[src/rtl/dma_ctrl.sv]
// rtl/dma_ctrl.sv - sprite DMA controller and MPU/memory bus arbiter
// Stalls the MPU via RDY and copies one 256-byte page to a fixed port.
module dma_ctrl #(
    parameter logic [15:0] REG_ADDR  = 16'h4014,
    parameter logic [15:0] DEST_ADDR = 16'h2004,
    parameter logic        ALIGN     = 1'b1
) (
    input  logic       CLK,
    input  logic       RES,
    input  logic       CPU_R_W,
    input  logic [7:0] CPU_ABL,
    input  logic [7:0] CPU_ABH,
    input  logic [7:0] CPU_DB_OUT,
    input  logic [7:0] DB_IN,
    output logic       RDY,
    output logic       R_W,
    output logic [7:0] ABL,
    output logic [7:0] ABH,
    output logic [7:0] DB_OUT,
    output logic       BUSY
);

    typedef enum logic [2:0] {
        S_IDLE,
        S_HALT,
        S_ALIGN,
        S_READ,
        S_WRITE
    } state_t;

    state_t     r_state;
    state_t     w_next_state;
    logic [7:0] r_page;
    logic [7:0] r_idx;
    logic [7:0] r_data;
    logic       r_phase;
    logic       w_trigger;

    assign w_trigger = !CPU_R_W && ({CPU_ABH, CPU_ABL} == REG_ADDR);

    always_ff @(posedge CLK or posedge RES) begin
        if (RES) begin
            r_state <= S_IDLE;
            r_page  <= 8'h00;
            r_idx   <= 8'h00;
            r_data  <= 8'h00;
            r_phase <= 1'b0;
        end else begin
            r_state <= w_next_state;
            r_phase <= ~r_phase;
            // only an idle controller may relatch the page
            if (r_state == S_IDLE && w_trigger) begin
                r_page <= CPU_DB_OUT;
                r_idx  <= 8'h00;
            end
            if (r_state == S_READ) begin
                r_data <= DB_IN;
            end
            if (r_state == S_WRITE) begin
                r_idx <= r_idx + 8'd1;
            end
        end
    end

    always_comb begin
        w_next_state = r_state;
        case (r_state)
            S_IDLE: begin
                if (w_trigger) begin
                    w_next_state = S_HALT;
                end
            end
            S_HALT: begin
                // the 6502 completes pending write cycles before it stops
                if (CPU_R_W) begin
                    if (!ALIGN || r_phase) begin
                        w_next_state = S_READ;
                    end else begin
                        w_next_state = S_ALIGN;
                    end
                end
            end
            S_ALIGN: begin
                if (r_phase) begin
                    w_next_state = S_READ;
                end
            end
            S_READ: begin
                w_next_state = S_WRITE;
            end
            S_WRITE: begin
                if (r_idx == 8'hFF) begin
                    w_next_state = S_IDLE;
                end else begin
                    w_next_state = S_READ;
                end
            end
            default: begin
                w_next_state = S_IDLE;
            end
        endcase
    end

    always_comb begin
        RDY    = (r_state == S_IDLE);
        BUSY   = (r_state != S_IDLE);
        R_W    = CPU_R_W;
        ABL    = CPU_ABL;
        ABH    = CPU_ABH;
        DB_OUT = CPU_DB_OUT;
        case (r_state)
            S_READ: begin
                R_W = 1'b1;
                ABH = r_page;
                ABL = r_idx;
            end
            S_WRITE: begin
                R_W    = 1'b0;
                ABH    = DEST_ADDR[15:8];
                ABL    = DEST_ADDR[7:0];
                DB_OUT = r_data;
            end
            default: begin
            end
        endcase
    end

endmodule

[config.mk]
export PLATFORM = sky130hd
export DESIGN_NAME = dma_ctrl
export DESIGN_NICKNAME = d
export VERILOG_FILES = /design/src/rtl/dma_ctrl.sv
export SDC_FILE = /design/constraint.sdc
export NUM_CORES = 1
export LEC_CHECK = 0
export BUFFER_PORTS_ARGS = -buffer_cell sky130_fd_sc_hd__buf_4
export CORE_MARGIN = 4
export CORE_UTILIZATION = 48
export DETAILED_ROUTE_END_ITERATION = 8
export PLACE_DENSITY = 0.79
export REMOVE_ABC_BUFFERS = 1
export SLEW_MARGIN = 25
export SYNTH_ARGS = -nofsm -noshare
export SYNTH_HDL_FRONTEND = slang
export SYNTH_SLANG_ARGS = --single-unit
[constraint.sdc]
create_clock -name CLK -period 2.1 [get_ports CLK]
set_input_delay 0.315 -clock CLK [delete_from_list [all_inputs] [get_ports CLK]]
set_output_delay 0.315 -clock CLK [all_outputs]
set_load 0.01 [all_outputs]
==> flow_metrics.env <==
export IMPL_seq_area_frac_synth_pct=44.7
export IMPL_dp_cells=264
export IMPL_cp_start_kind="register"
export IMPL_syn_mean_instance_area_um2=9.81
export IMPL_crit_slowest_cell="dfrtp_2"
export IMPL_pin_count=62
export IMPL_grt_max_degree=29
export IMPL_max_cap_violations=0
export IMPL_crit_family="simple AND/OR/NAND/NOR gates"
export IMPL_routedWlPerCell_um=16.1
export IMPL_worst_endpoint_required_ns=1.78
export IMPL_h_tree_depth=1
export IMPL_dieWidth_um=65.2
export IMPL_startpoint="r_state[2]$_DFFE_PP0P_"
export IMPL_rows=20
export IMPL_drc=0
export IMPL_grt_pass1_wl_um=7160
export IMPL_endpoint_kind="output port"
export IMPL_hp_class="input port to async pin"
export IMPL_cts_sinks=28
export IMPL_dieArea_mm2=0.00425
export IMPL_cts_hold_buf=0
export IMPL_final_nets=263
export IMPL_dr_pass1_iters=4
export IMPL_ir_drop_mv=0.464
export IMPL_drtAntennaViolNets=0
export IMPL_cp_data_arrival_time_ns=1.70
export IMPL_yosys_warnings=0
export IMPL_stdcell_area_mm2=0.00216
export IMPL_cts_tree="done"
export IMPL_cts_clk_slew_worst_paths_ns=0.15
export IMPL_path_max_fanout=14
export IMPL_worstSetupPathType="register to output port"
export IMPL_slew_headroom_pct=65.1
export IMPL_layout_drive_gt1_share_pct=43.1
export IMPL_path_cells="nor3b_2, nor2_4, a22o_1, buf_4"
export IMPL_fmaxAchievable_mhz=496
export IMPL_final_common_cell="buf_4"
export IMPL_drv_slew=0
export IMPL_coreArea_mm2=0.00308
export IMPL_max_stage_delay_ns=0.51
export IMPL_mappedNetlistArea_mm2=0.00157
export IMPL_detailed_place_area_mm2=0.00209
export IMPL_skew_ns=0.00503
export IMPL_first_iter_violations=79
export IMPL_vias=1481
export IMPL_ys_types=33
export IMPL_clockRootBuffer="clkbuf_4"
export IMPL_clk_latency_ns=0.34
export IMPL_setup_violations=0
export IMPL_period_minus_slack_ns=2.02
export IMPL_post_layout_nonfiller_instances=269
export IMPL_antenna_found_initial=0
export IMPL_drt_total_wl_um=4340
export IMPL_grt_usage_pct=22.0
export IMPL_ys_ff_latch=28
export IMPL_antennaDiodeCount=0
export IMPL_place_hpwl_um=3180
export IMPL_status="completed"
export IMPL_layout_common_cells="buf_4 (67), nand2_1 (37), dfrtp_1 (26), mux2_2 (16), a22o_1 (14)"
export IMPL_cts_path_max_buffers=2
export IMPL_portBuffers=61
export IMPL_path_buf_inv=1
export IMPL_leakage_nw=1.09
export IMPL_initial_core_util_pct=51.0
export IMPL_power_density_mw_per_mm2=938
export IMPL_grt_pass1_vias=1486
export IMPL_vias_per_cell=5.51
export IMPL_fp_dieH_um=65.2
export IMPL_r2r_start="r_state[1]$_DFFE_PP0P_"
export IMPL_fin_crit_sh_pct=96.0
export IMPL_netlist_instances=160
export IMPL_worstMarginPinSlew_ns=0.517
export IMPL_fill_cells=236
export IMPL_syn_to_final_growth_pct=37.5
export IMPL_numCtsBuffers=3
export IMPL_place_congestion=0.779
export IMPL_finalHoldViolations=0
export IMPL_overflow=0
-- cell type report --
class,count,area [µm²],share of cell area [%]
well taps,44,55.1,2.55
repair buffers,68,518,24.0
clock buffers,3,22.5,1.04
flip-flops and latches,28,703,32.6
inverters,4,15.0,0.696
multi-input cells,122,843,39.1
-- per-layer routing --
layer / vias up / wire length (µm) / global-route usage [%] / share of wire, %
met1: 699 / 1800 / 29.6 / 42
li1: 704 / - / - / -
met2: 73 / 2100 / 36.3 / 48
met5: - / 0 / 0 / 0
met3: 5 / 375 / 3.08 / 8.7
met4: 0 / 58 / 7.77 / 1.3
-- metrics by stage --
step	TNS (ns)	hold WS, ns	setup WS (ns)	total power [mW]	utilization (%)
2_1_floorplan	-0.906	0.380	-0.0647	1.28	-
3_5_place_dp	-0.473	0.420	-0.0471	1.75	67.9
3_3_place_gp	0	0.404	0.0448	1.70	67.9
4_1_cts	0	0.0377	0.00861	2.00	69.2
5_1_grt	-0.0308	0.0663	-0.0191	2.16	70.1
6_report	0	0.0291	0.0843	2.02	70.1
-- state kept, by name (all words and copies together), names as in the netlist --
| register | cells |
|---|---|
| r_data | 8 |
| r_page | 8 |
| r_state | 3 |
| r_idx | 8 |
| r_phase | 1 |
-- cells by family after synthesis --
kind of cell | share of synthesized area (%)
AO/OA/AOI/OAI | 14.8
XOR/XNOR | 1.12
adder cells (fa/ha/maj) | 0.797
buffers and inverters | 2.87
flip-flops | 44.7
multiplexers | 12.8
AND/OR/NAND/NOR | 23.0
-- tightest hold or removal path, stage by stage --
cell	delay, ns
buf_4	0.10
inv_1	0.05
buf_4	0.33
-- synthesized netlist by cell type --
library cell | number | area [µm²]
a21oi_1 | 1 | 5.00
a22o_1 | 14 | 123
a22oi_1 | 1 | 7.51
and2b_1 | 1 | 7.51
and3_1 | 1 | 6.26
buf_1 | 1 | 3.75
buf_2 | 3 | 15.0
buf_4 | 1 | 7.51
clkbuf_1 | 1 | 3.75
dfrtp_1 | 28 | 701
ha_1 | 1 | 12.5
inv_1 | 4 | 15.0
mux2_2 | 16 | 180
mux2i_1 | 2 | 20.0
nand2_1 | 38 | 143
nand3_1 | 4 | 20.0
nand3_4 | 1 | 17.5
nand4_1 | 2 | 12.5
nor2_1 | 7 | 26.3
nor2_2 | 1 | 6.26
nor2b_1 | 3 | 18.8
nor3_4 | 2 | 32.5
nor3b_2 | 1 | 12.5
nor4_1 | 1 | 6.26
nor4b_1 | 2 | 17.5
o211ai_1 | 6 | 45.0
o21ai_0 | 9 | 45.0
o31ai_1 | 1 | 7.51
or2_2 | 1 | 6.26
or3_1 | 2 | 12.5
or4_1 | 2 | 15.0
xnor2_1 | 1 | 8.76
xor2_1 | 1 | 8.76
-- power by group --
group | switching (mW) | internal (mW)
Clock | 0.161 | 0.0676
Combinational | 0.509 | 0.521
Sequential | 0.101 | 0.663
Total | 0.771 | 1.25
-- timing repair --
| action | CTS | global route |
|---|---|---|
| buffers inserted | 0 | 2 |
| gates resized for setup | 6 | 3 |
| setup endpoints to repair | 16 | 9 |
-- path summary, 6_finish.rpt --
kind	end	slack, ns	cells after the start
worst max-delay path	ABL[0]	0.08	4
worst min-delay path	r_data[2]$_DFFE_PP0N_	0.03	3
worst max register to register	r_page[7]$_DFFE_PP0P_	0.15	5
worst min register to register	r_phase$_DFF_PP0_	0.44	1
max in group asynchronous	r_state[1]$_DFFE_PP0P_	1.78	3
min in group CLK	r_data[0]$_DFFE_PP0N_	0.20	2
No activity file was read; power rests on OpenSTA's default activity.
